$ cat src/rtl/multimode_timer.sv
// Multi-mode minute/second timer: one-shot countdown, auto-reload countdown and stopwatch, plus a 4-digit display.
// Latency: a button edge sampled at edge N changes state at edge N+1; a count tick lands every TICK_DIV cycles of RUN.
// Backpressure: none; button edges are consumed or ignored in the cycle they are seen, and the display scans freely.

module multimode_timer #(
    parameter int TICK_DIV = 100_000_000,
    parameter int MAX_MIN  = 99
) (
    input  logic       clock,
    input  logic       reset,
    input  logic       start,
    input  logic       stop,
    input  logic       pause,
    input  logic [1:0] mode,
    input  logic [6:0] min,
    input  logic [6:0] sec,
    output logic       done,
    output logic       running,
    output logic       paused,
    output logic [6:0] min_out,
    output logic [6:0] sec_out,
    output logic [7:0] an,
    output logic [7:0] dec_cat
);

    localparam int             PW      = $clog2(TICK_DIV);
    localparam logic [PW-1:0]  PRE_MAX = PW'(TICK_DIV - 1);
    localparam logic [6:0]     MAXM    = 7'(MAX_MIN);

    typedef enum logic [1:0] {S_IDLE, S_RUN, S_PAUSE, S_DONE} state_t;

    state_t        state;
    logic [PW-1:0] pre;
    logic [6:0]    min_r, sec_r;
    logic [6:0]    rel_min, rel_sec;
    logic          lat_cd, lat_rep;
    logic          pulse_r;
    logic          start_q, stop_q, pause_q;

    logic          start_ev, stop_ev, pause_ev, tick;
    logic          cd_in, load_zero;
    logic [6:0]    sat_min, sat_sec, load_min, load_sec;
    logic [6:0]    cd_min, cd_sec, sw_min, sw_sec;
    logic          cd_zero, sw_ceil;

    assign start_ev = start & ~start_q;
    assign stop_ev  = stop  & ~stop_q;
    assign pause_ev = pause & ~pause_q;
    assign tick     = (pre == PRE_MAX);

    // Load value seen in IDLE: saturated presets for countdown, zero for stopwatch (mode 11 behaves as 00).
    always_comb begin
        sat_sec   = (sec > 7'd59) ? 7'd59 : sec;
        sat_min   = (min > MAXM)  ? MAXM  : min;
        cd_in     = (mode != 2'b10);
        load_min  = cd_in ? sat_min : 7'd0;
        load_sec  = cd_in ? sat_sec : 7'd0;
        load_zero = (load_min == 7'd0) && (load_sec == 7'd0);
    end

    // Next count for one countdown step (borrow across minutes) and one stopwatch step (carry).
    always_comb begin
        if (sec_r != 7'd0) begin
            cd_sec = sec_r - 7'd1;
            cd_min = min_r;
        end else begin
            cd_sec = 7'd59;
            cd_min = min_r - 7'd1;
        end
        if (sec_r < 7'd59) begin
            sw_sec = sec_r + 7'd1;
            sw_min = min_r;
        end else begin
            sw_sec = 7'd0;
            sw_min = min_r + 7'd1;
        end
        cd_zero = (cd_min == 7'd0) && (cd_sec == 7'd0);
        sw_ceil = (sw_min == MAXM) && (sw_sec == 7'd59);
    end

    // Control FSM with prescaler, count, reload latch and button edge registers.
    always_ff @(posedge clock) begin
        if (reset) begin
            state   <= S_IDLE;
            pre     <= '0;
            min_r   <= 7'd0;
            sec_r   <= 7'd0;
            rel_min <= 7'd0;
            rel_sec <= 7'd0;
            lat_cd  <= 1'b0;
            lat_rep <= 1'b0;
            pulse_r <= 1'b0;
            start_q <= 1'b0;
            stop_q  <= 1'b0;
            pause_q <= 1'b0;
        end else begin
            start_q <= start;
            stop_q  <= stop;
            pause_q <= pause;
            pulse_r <= 1'b0;
            case (state)
                S_IDLE: begin
                    min_r   <= load_min;
                    sec_r   <= load_sec;
                    lat_cd  <= cd_in;
                    lat_rep <= (mode == 2'b01);
                    pre     <= '0;
                    // A zero countdown preset would end immediately, so start is ignored for it.
                    if (start_ev && !stop_ev && !(cd_in && load_zero)) begin
                        state   <= S_RUN;
                        rel_min <= load_min;
                        rel_sec <= load_sec;
                    end
                end
                S_RUN: begin
                    if (stop_ev) begin
                        state <= S_IDLE;
                        min_r <= load_min;
                        sec_r <= load_sec;
                    end else if (tick) begin
                        pre <= '0;
                        if (lat_cd) begin
                            if (cd_zero && lat_rep) begin
                                // Reload on the same edge so 00:00 is never shown in repeat mode.
                                min_r   <= rel_min;
                                sec_r   <= rel_sec;
                                pulse_r <= 1'b1;
                            end else begin
                                min_r <= cd_min;
                                sec_r <= cd_sec;
                                if (cd_zero) begin
                                    state <= S_DONE;
                                end else if (pause_ev) begin
                                    state <= S_PAUSE;
                                end
                            end
                        end else begin
                            min_r <= sw_min;
                            sec_r <= sw_sec;
                            if (sw_ceil) begin
                                state <= S_DONE;
                            end else if (pause_ev) begin
                                state <= S_PAUSE;
                            end
                        end
                    end else if (pause_ev) begin
                        // Prescaler holds so the sub-second phase survives the pause.
                        state <= S_PAUSE;
                    end else begin
                        pre <= pre + 1'b1;
                    end
                end
                S_PAUSE: begin
                    if (stop_ev) begin
                        state <= S_IDLE;
                        min_r <= load_min;
                        sec_r <= load_sec;
                    end else if (pause_ev || start_ev) begin
                        state <= S_RUN;
                    end
                end
                default: begin
                    if (start_ev || stop_ev) begin
                        state <= S_IDLE;
                        min_r <= load_min;
                        sec_r <= load_sec;
                    end
                end
            endcase
        end
    end

    assign running = (state == S_RUN);
    assign paused  = (state == S_PAUSE);
    assign done    = (state == S_DONE) || pulse_r;
    assign min_out = min_r;
    assign sec_out = sec_r;

    logic [3:0] sec_u, sec_t, min_u, min_t;
    assign sec_u = 4'(sec_r % 7'd10);
    assign sec_t = 4'(sec_r / 7'd10);
    assign min_u = 4'(min_r % 7'd10);
    assign min_t = 4'(min_r / 7'd10);

    dspl_drv_NexysA7 u_dspl (
        .clock   (clock),
        .reset   (reset),
        .dig1    ({1'b1, sec_u, 1'b0}),
        .dig2    ({1'b1, sec_t, 1'b0}),
        .dig3    ({1'b1, min_u, 1'b1}),
        .dig4    ({1'b1, min_t, 1'b0}),
        .dig5    (6'd0),
        .dig6    (6'd0),
        .dig7    (6'd0),
        .dig8    (6'd0),
        .an      (an),
        .dec_cat (dec_cat)
    );

endmodule

// Eight-digit multiplexed seven-segment driver; each digit field is {enable, value[3:0], dp}.
// Latency: one registered stage from digit field to anode/cathode outputs; scan rate 2^SCAN_W cycles per frame.
// Backpressure: none; fields are sampled continuously, outputs are active-low.

module dspl_drv_NexysA7 #(
    parameter int SCAN_W = 17
) (
    input  logic       clock,
    input  logic       reset,
    input  logic [5:0] dig1,
    input  logic [5:0] dig2,
    input  logic [5:0] dig3,
    input  logic [5:0] dig4,
    input  logic [5:0] dig5,
    input  logic [5:0] dig6,
    input  logic [5:0] dig7,
    input  logic [5:0] dig8,
    output logic [7:0] an,
    output logic [7:0] dec_cat
);

    logic [SCAN_W-1:0] scan;
    logic [2:0]        sel;
    logic [5:0]        cur;
    logic [6:0]        seg;

    assign sel = scan[SCAN_W-1 -: 3];

    // Pick the field of the digit currently being scanned.
    always_comb begin
        case (sel)
            3'd0:    cur = dig1;
            3'd1:    cur = dig2;
            3'd2:    cur = dig3;
            3'd3:    cur = dig4;
            3'd4:    cur = dig5;
            3'd5:    cur = dig6;
            3'd6:    cur = dig7;
            default: cur = dig8;
        endcase
    end

    // Hex to active-high segments, bit order g..a.
    always_comb begin
        case (cur[4:1])
            4'h0:    seg = 7'b0111111;
            4'h1:    seg = 7'b0000110;
            4'h2:    seg = 7'b1011011;
            4'h3:    seg = 7'b1001111;
            4'h4:    seg = 7'b1100110;
            4'h5:    seg = 7'b1101101;
            4'h6:    seg = 7'b1111101;
            4'h7:    seg = 7'b0000111;
            4'h8:    seg = 7'b1111111;
            4'h9:    seg = 7'b1101111;
            4'hA:    seg = 7'b1110111;
            4'hB:    seg = 7'b1111100;
            4'hC:    seg = 7'b0111001;
            4'hD:    seg = 7'b1011110;
            4'hE:    seg = 7'b1111001;
            default: seg = 7'b1110001;
        endcase
    end

    // Scan counter and registered active-low anode/cathode drive; disabled digits keep all anodes off.
    always_ff @(posedge clock) begin
        if (reset) begin
            scan    <= '0;
            an      <= 8'hFF;
            dec_cat <= 8'hFF;
        end else begin
            scan    <= scan + 1'b1;
            an      <= cur[5] ? ~(8'b1 << sel) : 8'hFF;
            dec_cat <= {~cur[0], ~seg};
        end
    end

endmodule
$ cat config.mk
export PLATFORM = sky130hd
export DESIGN_NAME = multimode_timer
export DESIGN_NICKNAME = d
export VERILOG_FILES = /design/src/rtl/multimode_timer.sv
export SDC_FILE = /design/constraint.sdc
export NUM_CORES = 1
export LEC_CHECK = 0
export BUFFER_PORTS_ARGS = -buffer_cell sky130_fd_sc_hd__buf_2
export CORE_MARGIN = 8
export CORE_UTILIZATION = 36
export CTS_CLUSTER_DIAMETER = 80
export CTS_CLUSTER_SIZE = 24
export DETAILED_ROUTE_END_ITERATION = 16
export PLACE_DENSITY = 0.57
export SLEW_MARGIN = 20
export SYNTH_ARGS = -nofsm -noshare
export SYNTH_HDL_FRONTEND = slang
export SYNTH_SLANG_ARGS = --single-unit
$ cat constraint.sdc
create_clock -name clock -period 8 [get_ports clock]
set_input_delay 0.8 -clock clock [delete_from_list [all_inputs] [get_ports clock]]
set_output_delay 0.8 -clock clock [all_outputs]
set_load 0.1 [all_outputs]
Yosys cells after proc, flatten, opt, wreduce, memory -nomap -nowiden
Memory sizes are Yosys's and may differ from the RTL's.
Cells that the tools add are included.
{"block": "word_totals", "ff_bits": 96, "latchBits": 0, "ram_bits": 0, "romBits": 112, "in_bits": 21, "out_inout_bits": 33, "wordCells": 128, "n_memories": 1}
{"block": "classes", "n_addsub": 6, "mul": 0, "n_div": 4, "n_lt_le_gt_ge": 3, "eq_ne": 18, "shifts": 1, "muxes": 40, "bitwise": 13, "n_reduce_logical": 27}
{"memory": "(name not given)", "depth": 16, "word_bits": 7, "read_ports": 1, "rd_clocked_by_memory_dff": 0, "write_ports": 0, "line": "246", "text": "case (cur[4:1])"}
{"cell": "$mux 7", "count": 20}
{"cell": "$mux 27", "count": 3}
{"cell": "$pmux 27 s2", "count": 1}
{"cell": "$pmux 7 s3", "count": 2}
{"cell": "$logic_not 7->1", "count": 4}
{"cell": "$add 27x1->27 const B", "count": 1}
{"cell": "$eq 27x27->1 const B", "count": 1}
{"cell": "$pmux 6 s4", "count": 1}
{"cell": "$mux 2", "count": 11}
{"cell": "$add 17x1->17 const B", "count": 1}
{"cell": "$add 7x1->7 const B", "count": 2}
{"cell": "$div 7x4->7 const B", "count": 2}
{"cell": "$mod 7x4->7 const B", "count": 2}
{"cell": "$sub 7x1->7 const B", "count": 2}
{"cell": "$not 1->1", "count": 8}
{"cell": "$not 8->8", "count": 1}
{"cell": "$shl 1x3->8 const A", "count": 1}
{"cell": "$eq 7x6->1 const B", "count": 1}
{"cell": "$eq 7x7->1 const B", "count": 1}
{"cell": "$gt 7x6->1 const B", "count": 1}
{"cell": "$gt 7x7->1 const B", "count": 1}
{"cell": "$logic_and 1x1->1", "count": 7}
{"cell": "$lt 7x6->1 const B", "count": 1}
{"cell": "$not 7->7", "count": 1}
{"cell": "other kinds (24)", "count": 36}

Logic depth before layout (Yosys ltp)
{"block": "depth", "depth_word": 10, "depth_mapped": 18, "ltp_nobuf": 15}

Hierarchy
From an unflattened synthesis, not the netlist that was laid out.
{"block": "unflattened", "hier_cells": 894, "hier_area_um2": 6822.8}
{"mod": "multimode_timer", "n_inst": 1, "cells_each": 697, "area_per_inst_um2": 5006.1, "seq_area_each_um2": 1261.2}
{"mod": "dspl_drv_NexysA7", "n_inst": 1, "cells_each": 197, "area_per_inst_um2": 1816.7, "seq_area_each_um2": 660.6}

Worst setup path after synthesis
Ideal clock, no wire load.
{"block": "synth_timing", "path_type": "reg2reg", "startpoint": "register sec_r[6] (netlist: sec_out[6])", "endpoint": "register u_dspl.dec_cat[0]", "arrival_ns": 4.335, "required_ns": 7.876, "slack_ns": 3.540, "stages_incl_launch_ff": 18, "path_buffers": 2, "synth_period_minus_slack_ns": 4.460, "cell_sequence": "dfxtp_1 > clkbuf_1 > clkbuf_1 > nor3b_1 > nor3_1 > a211oi_1 > nor2_1 > ha_1 > inv_1 > a21o_1 > o221ai_1 > a211oi_1 > a2bb2oi_1 > inv_1 > ha_1 > nand2_1 > a21oi_1 > a2111o_1"}
{"block": "synth_between", "elab_chain_cells": 4}
{"element": "start: declaration", "line": "34", "text": "logic [6:0] min_r, sec_r;"}
{"element": "start signal: assignment", "line": "104", "text": "sec_r <= load_sec;"}
{"element": "start signal: assignment", "line": "119", "text": "sec_r <= load_sec;"}
{"element": "start signal: assignment", "line": "126", "text": "sec_r <= rel_sec;"}
{"element": "$div 7x4->7 / $mod 7x4->7 (equally long branches)", "line": "181, 180"}
{"element": "$pmux 6 s4 *", "line": "232", "text": "case (sel)"}
{"element": "$mem_v2 16x7 *"}
{"element": "$not 7->7 *", "line": "275", "text": "dec_cat <= {~cur[0], ~seg};"}
{"element": "end signal: assignment", "line": "275"}
{"element": "end: declaration", "line": "220", "text": "output logic [7:0] dec_cat"}
Mark *: on every way between the ends. The rest lies on a longest branch, timed or not.
A chain may end at the register's enable or synchronous reset.

Worst setup path in the final report
{"block": "layout_timing", "startpoint": "register min_r[5] (netlist: min_out[5])", "endpoint": "register u_dspl.dec_cat[0]"}
{"block": "layout_between", "elab_chain_cells": 4}
{"element": "start: declaration", "line": "34"}
{"element": "start signal: assignment", "line": "103", "text": "min_r <= load_min;"}
{"element": "start signal: assignment", "line": "118", "text": "min_r <= load_min;"}
{"element": "start signal: assignment", "line": "125", "text": "min_r <= rel_min;"}
{"element": "$div 7x4->7 / $mod 7x4->7 (equally long branches)", "line": "183, 182"}
{"element": "$pmux 6 s4 *", "line": "232"}
{"element": "$mem_v2 16x7 *"}
{"element": "$not 7->7 *", "line": "275"}
Marked as above.

==> impl_metrics.py <==
metrics = {
    "floorplanning": {
        "io_pins": 54,
        "core_area_um2": 17400,
        "rows": 48,
        "die_y_um": 149,
        "initial_utilization": 0.369,
        "die_area_um2": 22300,
        "fp.dieW_um": 149,
    },
    "cells_and_area": {
        "syn_to_final_growth_pct": 10.8,
        "nFillCells": 1809,
        "n_antenna_cell": 0,
        "nNetsFinal": 895,
        "fin_area_um2": 7100,
        "fin_util": 0.409,
        "drive_above_1_share": 0.113,
    },
    "clock_tree": {
        "cts_buffers": 9,
        "cts.htree.levels": 3,
        "clk_path_buf_depth": 2,
        "post_cts_resized": 0,
        "cts_tree": "built",
        "clk_pin_slew_worst_paths_ns": 0.07,
        "clk_latency_ns": 0.35,
        "clock_sinks": 96,
        "clock-root-buffer": "clkbuf_16",
        "ctsHoldBuffers": 0,
        "postCtsSetupBuffers": 0,
    },
    "timing": {
        "fin_skew_ns": 0.00841,
        "period_minus_slack_ns": 4.41,
        "finalCritPeriodShare": 0.551,
        "setup_slack_ns": 3.59,
        "timing.fmax_mhz": 227,
        "tightest_slew_ns": 0.952,
        "fin_tns_setup_ns": 0,
        "rsz0062_at_grt": "no",
        "setup_viol": 0,
        "hold_viol_final": 0,
        "slew_violations": 0,
        "relSlewSlack": 0.360,
    },
    "detailed_routing": {
        "wl_per_cell_um": 16.5,
        "drt-pass1-iter-count": 5,
        "drtAntennaViolNets": 0,
        "drtIter0Drc": 433,
        "vias_per_cell": 5.61,
        "drc": 0,
        "totalWireLength_um": 17900,
        "vias": 6079,
    },
    "yosys": {
        "ys_ff_latch": 96,
        "netlist_area_um2": 6410,
        "synthDistinctLibCells": 84,
        "synthFlopType": "dfxtp_1",
        "yosys_warnings": 0,
        "seq_area_frac_synth": 0.300,
        "async_flop_share": 0,
        "synth_top_area_cell": "dfxtp_1",
        "synthTopCellsByArea": "dfxtp_1 30%, nor2_1 6.7%, nand2_1 4.6%, a21oi_1 4.2%, ha_1 4.1%",
        "synth_edf_count": 0,
        "synth.avg_cell_area_um2": 7.64,
        "synth_top_cell_area_share": 0.300,
        "syn-instance-count": 839,
    },
    "placed_design": {
        "port_buffers": 53,
        "pre_cts_ws_ns": 3.62,
        "gp_congestion": 0.868,
        "dp_hpwl_um": 12900,
        "place_area_um2": 6770,
    },
    "pwr": {
        "leakagePower_uw": 0.00267,
        "worst_ir_drop_vdd_mv": 0.201,
        "powerDensity_nw_per_um2": 353,
    },
    "setup_path": {
        "endpoint_kind": "register",
        "worstSetupPathType": "register to register",
        "crit_path_start_kind": "register",
        "cp.required_ns": 8.23,
        "crit_arrival_ns": 4.64,
        "worstPathMaxFanout": 20,
    },
    "global_routing": {
        "grt-ovfl-total": 0,
        "grtUsageTotal": 0.161,
        "antenna_found_initial": 0,
        "grt_pass1_vias": 5620,
        "grt_pass1_wl_um": 29400,
        "grt_max_degree": 54,
    },
    "worst_hold_path": {
        "min_path_type": "register to register",
    },
    "run_status": {
        "outcome": "completed",
    },
    "run": {
        "cap_violations": 0,
    },
}
## critical path: stages (launching register included)
cell       delay (ns)
dfxtp_1          0.74
nand2b_1         0.28
xnor2_1          0.20
a2111oi_0        0.46
a311oi_1         0.16
ha_1             0.29
inv_1            0.11
a21oi_1          0.05
o211a_1          0.23
o31ai_1          0.80
inv_1            0.20
ha_1             0.28
and3_1           0.16
a2111o_1         0.34
## final cells by class
type / count / area, um^2 / share of cell area
Multi-Input combinational cell: 664 / 4170 / 0.587
Tap cell: 225 / 282 / 0.0397
Clock buffer: 10 / 239 / 0.0337
Clock inverter: 6 / 90.1 / 0.0127
Inverter: 23 / 86.3 / 0.0122
Timing Repair Buffer: 59 / 310 / 0.0437
Sequential cell: 96 / 1920 / 0.271
## placed cells by master (no fill, tap or decap), types with 9 or more instances in the layout
master     instances
mux2i_1           12
clkbuf_16          9
a211oi_1          14
nand2b_1          12
buf_2             53
ha_1              21
xor2_1            29
and3_1            19
nor2b_1           20
nor3_1            17
a21oi_1           54
a31oi_1            9
inv_1             23
nand4_1           14
xnor2_1           23
dfxtp_1           96
nand2_1           79
nor2_1           114
nand3_1           25
o21ai_0           44
o211ai_1          11
## final timing paths
| kind | slack, ns | start | cells past startpoint | endpoint |
|---|---|---|---|---|
| worst max-delay path | 3.59 | min_out[5] | 13 | u_dspl.dec_cat[0] |
| worst min-delay path | 0.44 | u_dspl.scan[0] | 1 | u_dspl.scan[0] |
| worst max register to register | 3.59 | min_out[5] | 13 | u_dspl.dec_cat[0] |
| worst min register to register | 0.44 | u_dspl.scan[0] | 1 | u_dspl.scan[0] |
## power by group
group,switching (uW),total [uW],internal [uW]
Sequential,151,688,537
Combinational,942,1340,402
Clock,193,477,284
Total,1290,2510,1220
## kinds of logic after synthesis
group                      Yosys count  share of synthesized area
DFF                                 96                      0.300
muxes                               13                     0.0205
buffers and inverters               82                     0.0512
and+or+nand+nor                    366                      0.296
AOI/OAI and AO/OA                  208                      0.220
xor gates and xnor gates            52                     0.0711
adders and majority gates           21                     0.0410
other                                1                   0.000585
## cell usage after synthesis (17+ instances only)
library cell    n
a21oi_1        54
and3_1         19
clkbuf_1       47
dfxtp_1        96
ha_1           21
inv_1          23
nand2_1        79
nand3_1        25
nor2_1        114
nor2b_1        20
nor3_1         17
o21ai_0        44
xnor2_1        23
xor2_1         29
## sequential cells by signal, indices dropped and copies added (netlist names), 2 cells and up
register        flops
min_out             7
pre                27
rel_min             7
rel_sec             7
sec_out             7
state               2
u_dspl.an           8
u_dspl.dec_cat      8
u_dspl.scan        17
## routing by layer
metal / vias to the layer above / wire [um] / GRT usage / share of wire
met2: 168 / 7790 / 0.243 / 0.44
met5: - / 0 / 0 / 0
met4: 0 / 410 / 0.0591 / 0.023
met1: 2839 / 8830 / 0.224 / 0.49
li1: 3042 / - / - / -
met3: 30 / 847 / 0.0302 / 0.047
## metrics by stage
stage                     hold WS [ns]  instances  total power (uW)
after floorplan                  0.413        842              1750
after global placement           0.426       1067              2030
after detailed placement         0.435       1067              2030
after CTS                        0.446       1083              2510
after global routing             0.460       1083              2670
final                            0.444       1083              2510
No activity file was read; power rests on OpenSTA's default activity.
